===== config.mk =====
export PLATFORM = sky130hd
export DESIGN_NAME = seg_scan_ctrl
export DESIGN_NICKNAME = d
export VERILOG_FILES = /design/src/rtl/seg_scan_ctrl.sv
export SDC_FILE = /design/constraint.sdc
export NUM_CORES = 1
export LEC_CHECK = 0
export ABC_AREA = 1
export CAP_MARGIN = 20
export CORE_ASPECT_RATIO = 1.75
export CORE_UTILIZATION = 50
export CTS_BUF_LIST = sky130_fd_sc_hd__clkbuf_4 sky130_fd_sc_hd__clkbuf_8 sky130_fd_sc_hd__clkbuf_16
export DETAILED_ROUTE_END_ITERATION = 12
export GPL_TIMING_DRIVEN = 1
export PLACE_DENSITY = 0.74
export SYNTH_ARGS = -nofsm -noshare
export SYNTH_HDL_FRONTEND = slang
export SYNTH_SLANG_ARGS = --single-unit

===== constraint.sdc =====
create_clock -name clk -period 2.65 [get_ports clk]
set_input_delay 0.6625 -clock clk [delete_from_list [all_inputs] [get_ports clk]]
set_output_delay 0.6625 -clock clk [all_outputs]
set_load 0.05 [all_outputs]

===== src/rtl/seg_scan_ctrl.sv =====
// Eight-digit seven-segment scan controller: SHOW/BLANK slots per digit, frame tick on digit-0 wrap.
// Optional blink feature enabled by defining SEG_BLINK_EN (adds blink_mask port and frame counter).
module seg_scan_ctrl #(
   parameter int PRESCALE  = 50000,
   parameter int BLANK_CYC = 16,
   parameter int BLINK_DIV = 64
) (
   input  logic       clk,
   input  logic       rst_n,
   input  logic       en,
   input  logic [7:0] digit_mask,
`ifdef SEG_BLINK_EN
   input  logic [7:0] blink_mask,
`endif
   output logic [2:0] sel,
   output logic [7:0] an_n,
   output logic       seg_blank,
   output logic       frame_tick
);

   localparam int CW = (PRESCALE > 1) ? $clog2(PRESCALE) : 1;
   localparam logic [CW-1:0] SHOW_LAST  = CW'(PRESCALE - BLANK_CYC - 1);
   localparam logic [CW-1:0] BLANK_LAST = CW'(BLANK_CYC - 1);

   localparam logic [1:0] ST_IDLE  = 2'd0;
   localparam logic [1:0] ST_SHOW  = 2'd1;
   localparam logic [1:0] ST_BLANK = 2'd2;

   logic [1:0]    r_state;
   logic [CW-1:0] r_cnt;
   logic [2:0]    r_sel;
   logic [7:0]    r_an_n;
   logic          r_blank;
   logic          r_tick;

   logic [1:0]    w_state_nxt;
   logic [CW-1:0] w_cnt_nxt;
   logic [2:0]    w_sel_nxt;
   logic          w_tick_nxt;
   logic          w_blinked;
   logic          w_lit;
   logic [7:0]    w_an_nxt;
   logic          w_blank_nxt;

   always_comb begin
      w_state_nxt = r_state;
      w_cnt_nxt   = r_cnt;
      w_sel_nxt   = r_sel;
      w_tick_nxt  = 1'b0;
      if (!en) begin
         w_state_nxt = ST_IDLE;
         w_cnt_nxt   = '0;
         w_sel_nxt   = 3'd0;
      end else begin
         case (r_state)
            ST_IDLE: begin
               w_state_nxt = ST_SHOW;
               w_cnt_nxt   = '0;
               w_sel_nxt   = 3'd0;
            end
            ST_SHOW: begin
               if (r_cnt == SHOW_LAST) begin
                  w_state_nxt = ST_BLANK;
                  w_cnt_nxt   = '0;
               end else begin
                  w_cnt_nxt = r_cnt + CW'(1);
               end
            end
            ST_BLANK: begin
               if (r_cnt == BLANK_LAST) begin
                  // sel only moves here, so a lit digit never sees its select change
                  w_state_nxt = ST_SHOW;
                  w_cnt_nxt   = '0;
                  w_sel_nxt   = r_sel + 3'd1;
                  w_tick_nxt  = (r_sel == 3'd7);
               end else begin
                  w_cnt_nxt = r_cnt + CW'(1);
               end
            end
            default: begin
               w_state_nxt = ST_IDLE;
               w_cnt_nxt   = '0;
               w_sel_nxt   = 3'd0;
            end
         endcase
      end
   end

`ifdef SEG_BLINK_EN
   localparam int FW = (BLINK_DIV > 1) ? $clog2(BLINK_DIV) : 1;
   localparam logic [FW-1:0] FDIV_LAST = FW'(BLINK_DIV - 1);

   logic [FW-1:0] r_fcnt;
   logic          r_phase;
   logic [FW-1:0] w_fcnt_nxt;
   logic          w_phase_nxt;

   always_comb begin
      w_fcnt_nxt  = r_fcnt;
      w_phase_nxt = r_phase;
      if (!en) begin
         w_fcnt_nxt  = '0;
         w_phase_nxt = 1'b0;
      end else if (w_tick_nxt) begin
         if (r_fcnt == FDIV_LAST) begin
            w_fcnt_nxt  = '0;
            w_phase_nxt = ~r_phase;
         end else begin
            w_fcnt_nxt = r_fcnt + FW'(1);
         end
      end
   end

   // Next-cycle phase so digit 0 obeys the new phase in the very first slot of the frame
   assign w_blinked = w_phase_nxt & blink_mask[w_sel_nxt];

   always_ff @(posedge clk or negedge rst_n) begin
      if (!rst_n) begin
         r_fcnt  <= '0;
         r_phase <= 1'b0;
      end else begin
         r_fcnt  <= w_fcnt_nxt;
         r_phase <= w_phase_nxt;
      end
   end
`else
   assign w_blinked = 1'b0;
`endif

   assign w_lit       = (w_state_nxt == ST_SHOW) && digit_mask[w_sel_nxt] && !w_blinked;
   assign w_an_nxt    = w_lit ? ~(8'b1 << w_sel_nxt) : 8'hFF;
   assign w_blank_nxt = (w_state_nxt != ST_SHOW);

   always_ff @(posedge clk or negedge rst_n) begin
      if (!rst_n) begin
         r_state <= ST_IDLE;
         r_cnt   <= '0;
         r_sel   <= 3'd0;
         r_an_n  <= 8'hFF;
         r_blank <= 1'b1;
         r_tick  <= 1'b0;
      end else begin
         r_state <= w_state_nxt;
         r_cnt   <= w_cnt_nxt;
         r_sel   <= w_sel_nxt;
         r_an_n  <= w_an_nxt;
         r_blank <= w_blank_nxt;
         r_tick  <= w_tick_nxt;
      end
   end

   assign sel        = r_sel;
   assign an_n       = r_an_n;
   assign seg_blank  = r_blank;
   assign frame_tick = r_tick;

endmodule

==> run summary <==
For the finished layout, the period the worst path requires is 2270 ps. The transition at the pin with the smallest max-transition slack came out at 528 ps. The pre-CTS setup slack came out at 419 ps. The filler cell count in the final layout is 299. The maximum root-to-sink buffer count is 2. The final setup violation count is 0.

The first-iteration detailed-routing DRC count came out at 23. The net switching fraction of the power is 0.236. TritonCTS built the clock tree.

The area of the core region came out at 3400 um^2. The total of max-cap violations came out at 0. The setup TNS after final layout is 0 ps. The minimum setup slack in the final design came out at 381 ps. In this design, the largest share of critical-path delay is due to buffers and inverters. Row generation in the floorplan step produced 28 rows. The final layout contains 258 nets.

In this run the critical register-to-register path is launched from r_cnt[0]. The global-route total usage across every layer is 0.240. The worst hold path begins at r_cnt[0]. The reg-to-reg setup timing slack came out at 670 ps. The clock latency of the later-clocked register in the worst-skew pair is 280 ps. The headroom to the max-slew limit is 0.647. In the final layout, the share of cells above drive strength 1 is 0.203. Setup repair after global routing left no endpoint under its margin. The clock net in this run drives a total of 31 sinks. The CTS H-tree depth came out at 2.

Data on the critical path is required at its endpoint by 1990 ps. Counting the buffers created by CTS gives 5. The synthesis-to-finish area growth came out at 21.6%. The combined area of the multi-input logic cells came out at 877 um^2.

The largest net degree at the start of global routing is 32. The cell depth of the worst min-delay path came out at 1. The flip-flop and latch count after synthesis came out at 31. The worst setup path is captured at a primary output. The final hold violation count is 0.

The wire length per cell after detailed routing is 13.2 um. The total net switching power is 225 uW. The unique cell type count in the Yosys netlist came out at 33. For this run, the slowest stage of the critical path takes 800 ps. The total buffers and inverters traversed by the critical path came out at 1. The final clock period utilization by the worst path is 0.856. The worst register-to-register path has a depth of 13.

For this run the aggregate overflow at the end of global routing stands at 0. The library cell used most frequently in the layout, excluding fill and tap cells, is sky130_fd_sc_hd__nand2_1. The initial cell density of the core came out at 0.529. The number of top-level design ports is 24. STA classifies the critical path startpoint as a register. The area used by sequential logic in the layout came out at 787 um^2. The proportion of netlist area held by the largest area contributor is 0.306. The part of the total power dissipated in the clock network is 0.418. The number of antenna diodes in the final layout is 0.

The detailed-route DRC error count came out at 0. The top cell types in the final layout, fill and taps aside, are sky130_fd_sc_hd__nand2_1, sky130_fd_sc_hd__inv_1, sky130_fd_sc_hd__nor2_1, sky130_fd_sc_hd__clkdlybuf4s50_1, sky130_fd_sc_hd__dfrtp_1. The critical path class is reg2out. Timing would allow up to 441 MHz. The flow ran to the end, and the final reports show no timing, DRC or antenna violations. In this run the critical register-to-register path is captured at an_n[0]. Traced cell by cell, the critical path runs through clkdlybuf4s50_1. The first-pass GRT wire length is 6320 um. Detailed placement ended at an HPWL of 2970 um.

The number of antenna violations at the first check in global routing was 0. The path with the worst hold slack has its endpoint at r_cnt[0]. For the worst setup path, the data arrival time is 1610 ps.

The synthesized netlist net count came out at 227. At the end of routability-driven placement, the weighted congestion stood at 0.852. The final clock skew is 7.07 ps. The max-slew violation count came to 0. The die is 81.4 um tall. The Yosys warning count came out at 0. The root buffer selected by CTS is sky130_fd_sc_hd__clkbuf_8. The number of global-route vias before repair is 1,469. Dividing the detail-routed via count by the number of cells gives 4.96. The first-pass iteration count of the detailed router is 4. The die covers 3850 um^2. The part of the total power dissipated in combinational logic came out at 0.077. The total vias in the final route is 1,419. IR analysis of the VDD net gives a maximum drop of 0.313 mV.

The number of buffers added to fix hold violations after cts came out at 0. Summed over all cells, the static leakage comes to 1.02 nW. The post-cts gate resize count came out at 0. The per-instance average area after synthesis came out at 8.61 um^2. Summed over all instances, the cell type with the most area after synthesis is sky130_fd_sc_hd__dfrtp_1. Sorting the synthesized cells by area gives the leading types as sky130_fd_sc_hd__dfrtp_1, sky130_fd_sc_hd__dfstp_2, sky130_fd_sc_hd__nand2_1. Dividing total power by cell area gives a power density of 435 nW/um^2.

The die is 47.3 um wide. The residual antenna-violating net count after detailed routing is 0. The slowest stage of the critical path is the sky130_fd_sc_hd__clkdlybuf4s50_1 cell. The number of setup buffers added after CTS is 0. After synthesis the cells add up to 1800 um^2. Of the synthesized area, sequential elements account for 0.437. The total internal power is 728 uW. In this run the worst hold path is classified as reg2reg. Of all nets on the critical path, the largest fanout is 1.

The count of buffers from port buffering came out at 23. The total wire length came out at 3770 um. The clock transition at the register clock pins on the worst setup and hold paths after CTS is 70 ps. The proportion of power drawn by flip-flops and latches is 0.506. The gate count of the mapped netlist came out at 209.
flip-flops by register name, indices dropped and copies added, names as in the netlist:
signal / cells
r_cnt: 16
an_n: 8
sel: 3
r_state: 2
frame_tick: 1
seg_blank: 1
power by group through the flow:
stage | registers [mW] | logic, mW | clock network, mW
floorplan | 0.499 | 0.0293 | 0
detailed placement | 0.490 | 0.0743 | 0
CTS | 0.482 | 0.0745 | 0.407
global placement | 0.490 | 0.0733 | 0
global route | 0.482 | 0.0821 | 0.422
finish | 0.482 | 0.0730 | 0.398
cell usage after synthesis:
cell type	count
sky130_fd_sc_hd__a2111oi_0	1
sky130_fd_sc_hd__a21boi_0	1
sky130_fd_sc_hd__a21oi_1	1
sky130_fd_sc_hd__a21oi_4	1
sky130_fd_sc_hd__a31oi_1	1
sky130_fd_sc_hd__and3_2	1
sky130_fd_sc_hd__buf_4	1
sky130_fd_sc_hd__dfrtp_1	22
sky130_fd_sc_hd__dfstp_2	9
sky130_fd_sc_hd__ha_1	7
sky130_fd_sc_hd__inv_1	31
sky130_fd_sc_hd__inv_2	3
sky130_fd_sc_hd__nand2_1	41
sky130_fd_sc_hd__nand2_2	8
sky130_fd_sc_hd__nand2_4	2
sky130_fd_sc_hd__nand3_1	7
sky130_fd_sc_hd__nand3_2	1
sky130_fd_sc_hd__nand3_4	2
sky130_fd_sc_hd__nand3b_1	4
sky130_fd_sc_hd__nand4_1	11
sky130_fd_sc_hd__nor2_1	23
sky130_fd_sc_hd__nor2_2	6
sky130_fd_sc_hd__nor2_4	3
sky130_fd_sc_hd__nor3_1	5
sky130_fd_sc_hd__nor3_2	1
sky130_fd_sc_hd__nor3_4	1
sky130_fd_sc_hd__nor3b_1	4
sky130_fd_sc_hd__nor3b_2	1
sky130_fd_sc_hd__o21ai_0	1
sky130_fd_sc_hd__o22ai_1	1
sky130_fd_sc_hd__o311ai_0	1
sky130_fd_sc_hd__xnor2_1	3
sky130_fd_sc_hd__xor2_1	4
kinds of logic (layout without fill, tap and decap cells):
logic type,after synthesis,count (layout),share of synthesized area
AND/OR/NAND/NOR,121,121,0.369
adder cells (fa/ha/maj),7,7,0.0487
XOR/XNOR,7,7,0.0341
AO/OA/AOI/OAI,8,8,0.0355
buffers and inverters,35,67,0.0751
flip-flops,31,31,0.437
routing by layer:
layer / track usage / part of all wire / up-vias
met3: 0.0489 / 0.024 / 13
met5: 0 / 0 / -
met4: 0.123 / 0.036 / 0
met2: 0.447 / 0.59 / 32
li1: - / - / 725
met1: 0.225 / 0.35 / 649
through the flow:
stage / cell area [um^2] / cells / total power, mW / hold slack, ps / utilization
2_1_floorplan: 1800 / 209 / 0.528 / 367 / -
6_report: 2190 / 286 / 0.953 / 454 / 0.644
3_3_place_gp: 2090 / 278 / 0.564 / 444 / 0.616
4_1_cts: 2190 / 286 / 0.964 / 460 / 0.644
5_1_grt: 2190 / 286 / 0.986 / 485 / 0.644
3_5_place_dp: 2090 / 278 / 0.565 / 449 / 0.616
worst max-delay path by stage:
| stage | cells after the start | endpoint | from | slack, ps |
|---|---|---|---|---|
| floorplan | 9 | an_n[0] | sel[0] | 780 |
| global placement | 10 | an_n[0] | en | 450 |
| detailed placement | 10 | an_n[0] | en | 420 |
| CTS | 1 | an_n[6] | an_n[6] | 370 |
| global route | 1 | an_n[7] | an_n[7] | 360 |
| finish | 1 | an_n[6] | an_n[6] | 380 |
cell type report:
cell class,count,share of cell area
timing repair buffer,25,0.112
clock buffer,7,0.0412
multi-input combinational,143,0.401
sequential,31,0.360
tap,45,0.0257
clock inverter,1,0.00229
inverter,34,0.0583
Note: power is estimated with default switching activity, not from simulation.
==> variant, RTL diff (same flow settings) <==
Put one more register stage on the output `seg_blank`, cleared by the reset. The value now appears one clock later. The other outputs are not delayed to match.
--- a/src/rtl/seg_scan_ctrl.sv
+++ b/src/rtl/seg_scan_ctrl.sv
@@ -152,5 +152,11 @@
    assign sel        = r_sel;
    assign an_n       = r_an_n;
-   assign seg_blank  = r_blank;
+   always_ff @(posedge clk or negedge rst_n) begin
+      if (!rst_n) begin
+         seg_blank <= '0;
+      end else begin
+         seg_blank <= r_blank;
+      end
+   end
    assign frame_tick = r_tick;
 
Check against the original RTL: not equivalent (a bounded check fails within 4 cycles, from zero or initial values and one cycle with rst_n low).
==> variant against the unedited design <==
Maximum frequency about the same. Total power about the same. Register-to-register slack improved by 0.08 ns. First-iteration DRC count unchanged. Wire length decreased by 8.6%. Area after synthesis decreased by 0.28%. Design area down 0.23%. Largest cell class unchanged. Sequential cell count up 1. Critical endpoint is now an_n[5]. Largest power group unchanged. Core utilization fell by 0.15 points. Setup slack got worse by 0.0015 ns.
==> variant: results (changes against the unedited design) <==
metal3 WL 71 um (was 92 um); worst-case reg-to-reg path depth 11 (was 13); hold path cells 0 (was 1); Skew-Pair Late Insertion Delay 0.29 ns; synth unique cells 30 (was 33); first-pass GRT wire length 5890 um (was 6320 um); ratio of cells with drive above 1 in the final layout 20.1% (was 20.3%); r2r setup slk 0.75 ns (was 0.67 ns); switching pwr 0.000243 W (was 0.000225 W); nets@finish 251 (was 258); DR vias/cell 4.97 (was 4.96); WL/cell 12.4 um (was 13.2 um); WL met2 2050 um (was 2210 um); max layer used met4 (unchanged); Pleak 0.982 nW (was 1.02 nW); Post-synth ARST share 100% (unchanged); max reg flops 16 (unchanged); Post-CTS Setup Bufs 0 (unchanged); Least-Margin Pin Slew 0.504 ns (was 0.528 ns); outcome finished clean (unchanged); worst hold start r_blank (was r_cnt[0]); clock slew at reported path FFs 0.07 ns (about the same); Largest Register r_cnt (unchanged); GPL Wtd Cong 0.836 (was 0.852); Critical R2R Capture an_n[6] (was an_n[0]); sequential share of the synthesized area 45.3% (was 43.7%); clock skew 0.00803 ns (was 0.00707 ns); number of DRC markers in iteration 0 23 (unchanged); vias in the first global route 1,379 (was 1,469); post-synth net total 220 (was 227); Clock Path Buffers 2 (unchanged); Commonest cells post-synth nand2_1, nor2_1, dfrtp_1, inv_1 (was nand2_1, inv_1, nor2_1, dfrtp_1, nand4_1); Final HPWL DP 2730 um (was 2970 um); hold worst-path end seg_blank (was r_cnt[0]); GRT Util Overall 22.1% (was 24.0%); initial antenna violation count 0 (unchanged); synth warn 0 (unchanged); First-pass DRT Iterations 4 (unchanged); top post-synthesis cells by area dfrtp_1, dfstp_2, nand2_1, nor2_1, ha_1 (was dfrtp_1, dfstp_2, nand2_1, inv_1, ha_1); Max IR drop VDD 306 uV (was 313 uV); Critical Path Source an_n[5] (was an_n[6]); pin count of the biggest net entering global routing 33 (was 32); number of fillers in the final layout 302 (was 299); worst hold margin 0.395 ns (was 0.454 ns); CTS root buf clkbuf_8 (unchanged); routed length on met1 1260 um (was 1330 um); critical path's slowest cell clkdlybuf4s50_1 (unchanged); Reg-to-Reg Start r_cnt[0] (unchanged)
==> variant: cell types whose count changed after synthesis, sizes merged, moves of 2 or more <==
cell   unedited run  this run
nor3b             5         3
inv              34        26
nand4            11         9
nand3            10         8
nor2             32        40
nand2            51        49
xnor2             3         5
and3              1         3
nor3              7         3
==> variant: cell families after synthesis <==
logic type               count (synthesis)  share of synthesized area (%)
flip-flops                              32                           45.3
adder cells (fa/ha/maj)                  7                           4.88
XOR/XNOR                                 8                           3.91
AND/OR/NAND/NOR                        119                           35.8
buffers and inverters                   28                           5.93
AO/OA/AOI/OAI                            8                           4.18
==> variant: metrics by stage <==
step           cells  utilization [%]  setup slack, ns  cell area, um^2
6_report         279             64.2            0.379             2180
2_1_floorplan    202                -            0.840             1790
5_1_grt          279             64.2            0.335             2180
3_5_place_dp     271             61.5            0.453             2090
3_3_place_gp     271             61.5            0.487             2090
4_1_cts          279             64.2            0.361             2180
==> variant: area by class of cell <==
type	instances	area share (%)
inverters	27	4.64
repair buffers	25	11.2
clock buffers	5	3.15
multi-input cells	142	40.1
well taps	45	2.58
clock inverters	3	1.09
flip-flops and latches	32	37.2
==> variant: power groups by stage <==
| stage | sequential [W] | clock [W] | combinational [W] |
|---|---|---|---|
| 6_report | 0.000498 | 0.000383 | 0.0000722 |
| 5_1_grt | 0.000499 | 0.000412 | 0.0000808 |
| 4_1_cts | 0.000498 | 0.000392 | 0.0000740 |
| 3_5_place_dp | 0.000507 | 0 | 0.0000737 |
| 3_3_place_gp | 0.000507 | 0 | 0.0000735 |
| 2_1_floorplan | 0.000514 | 0 | 0.0000305 |
==> variant: worst max-delay path by stage <==
stage / to / slack (ns) / depth (start not counted)
floorplan: an_n[2] / 0.84 / 7
global placement: an_n[1] / 0.49 / 10
detailed placement: an_n[5] / 0.45 / 10
CTS: an_n[5] / 0.36 / 1
global route: an_n[7] / 0.33 / 1
finish: an_n[5] / 0.38 / 1
==> variant: metal layers <==
| layer | vias to the layer above | global-route usage, % |
|---|---|---|
| met1 | 655 | 20.5 |
| met3 | 7 | 4.00 |
| li1 | 699 | - |
| met4 | 0 | 10.3 |
| met5 | - | 0 |
| met2 | 26 | 42.5 |
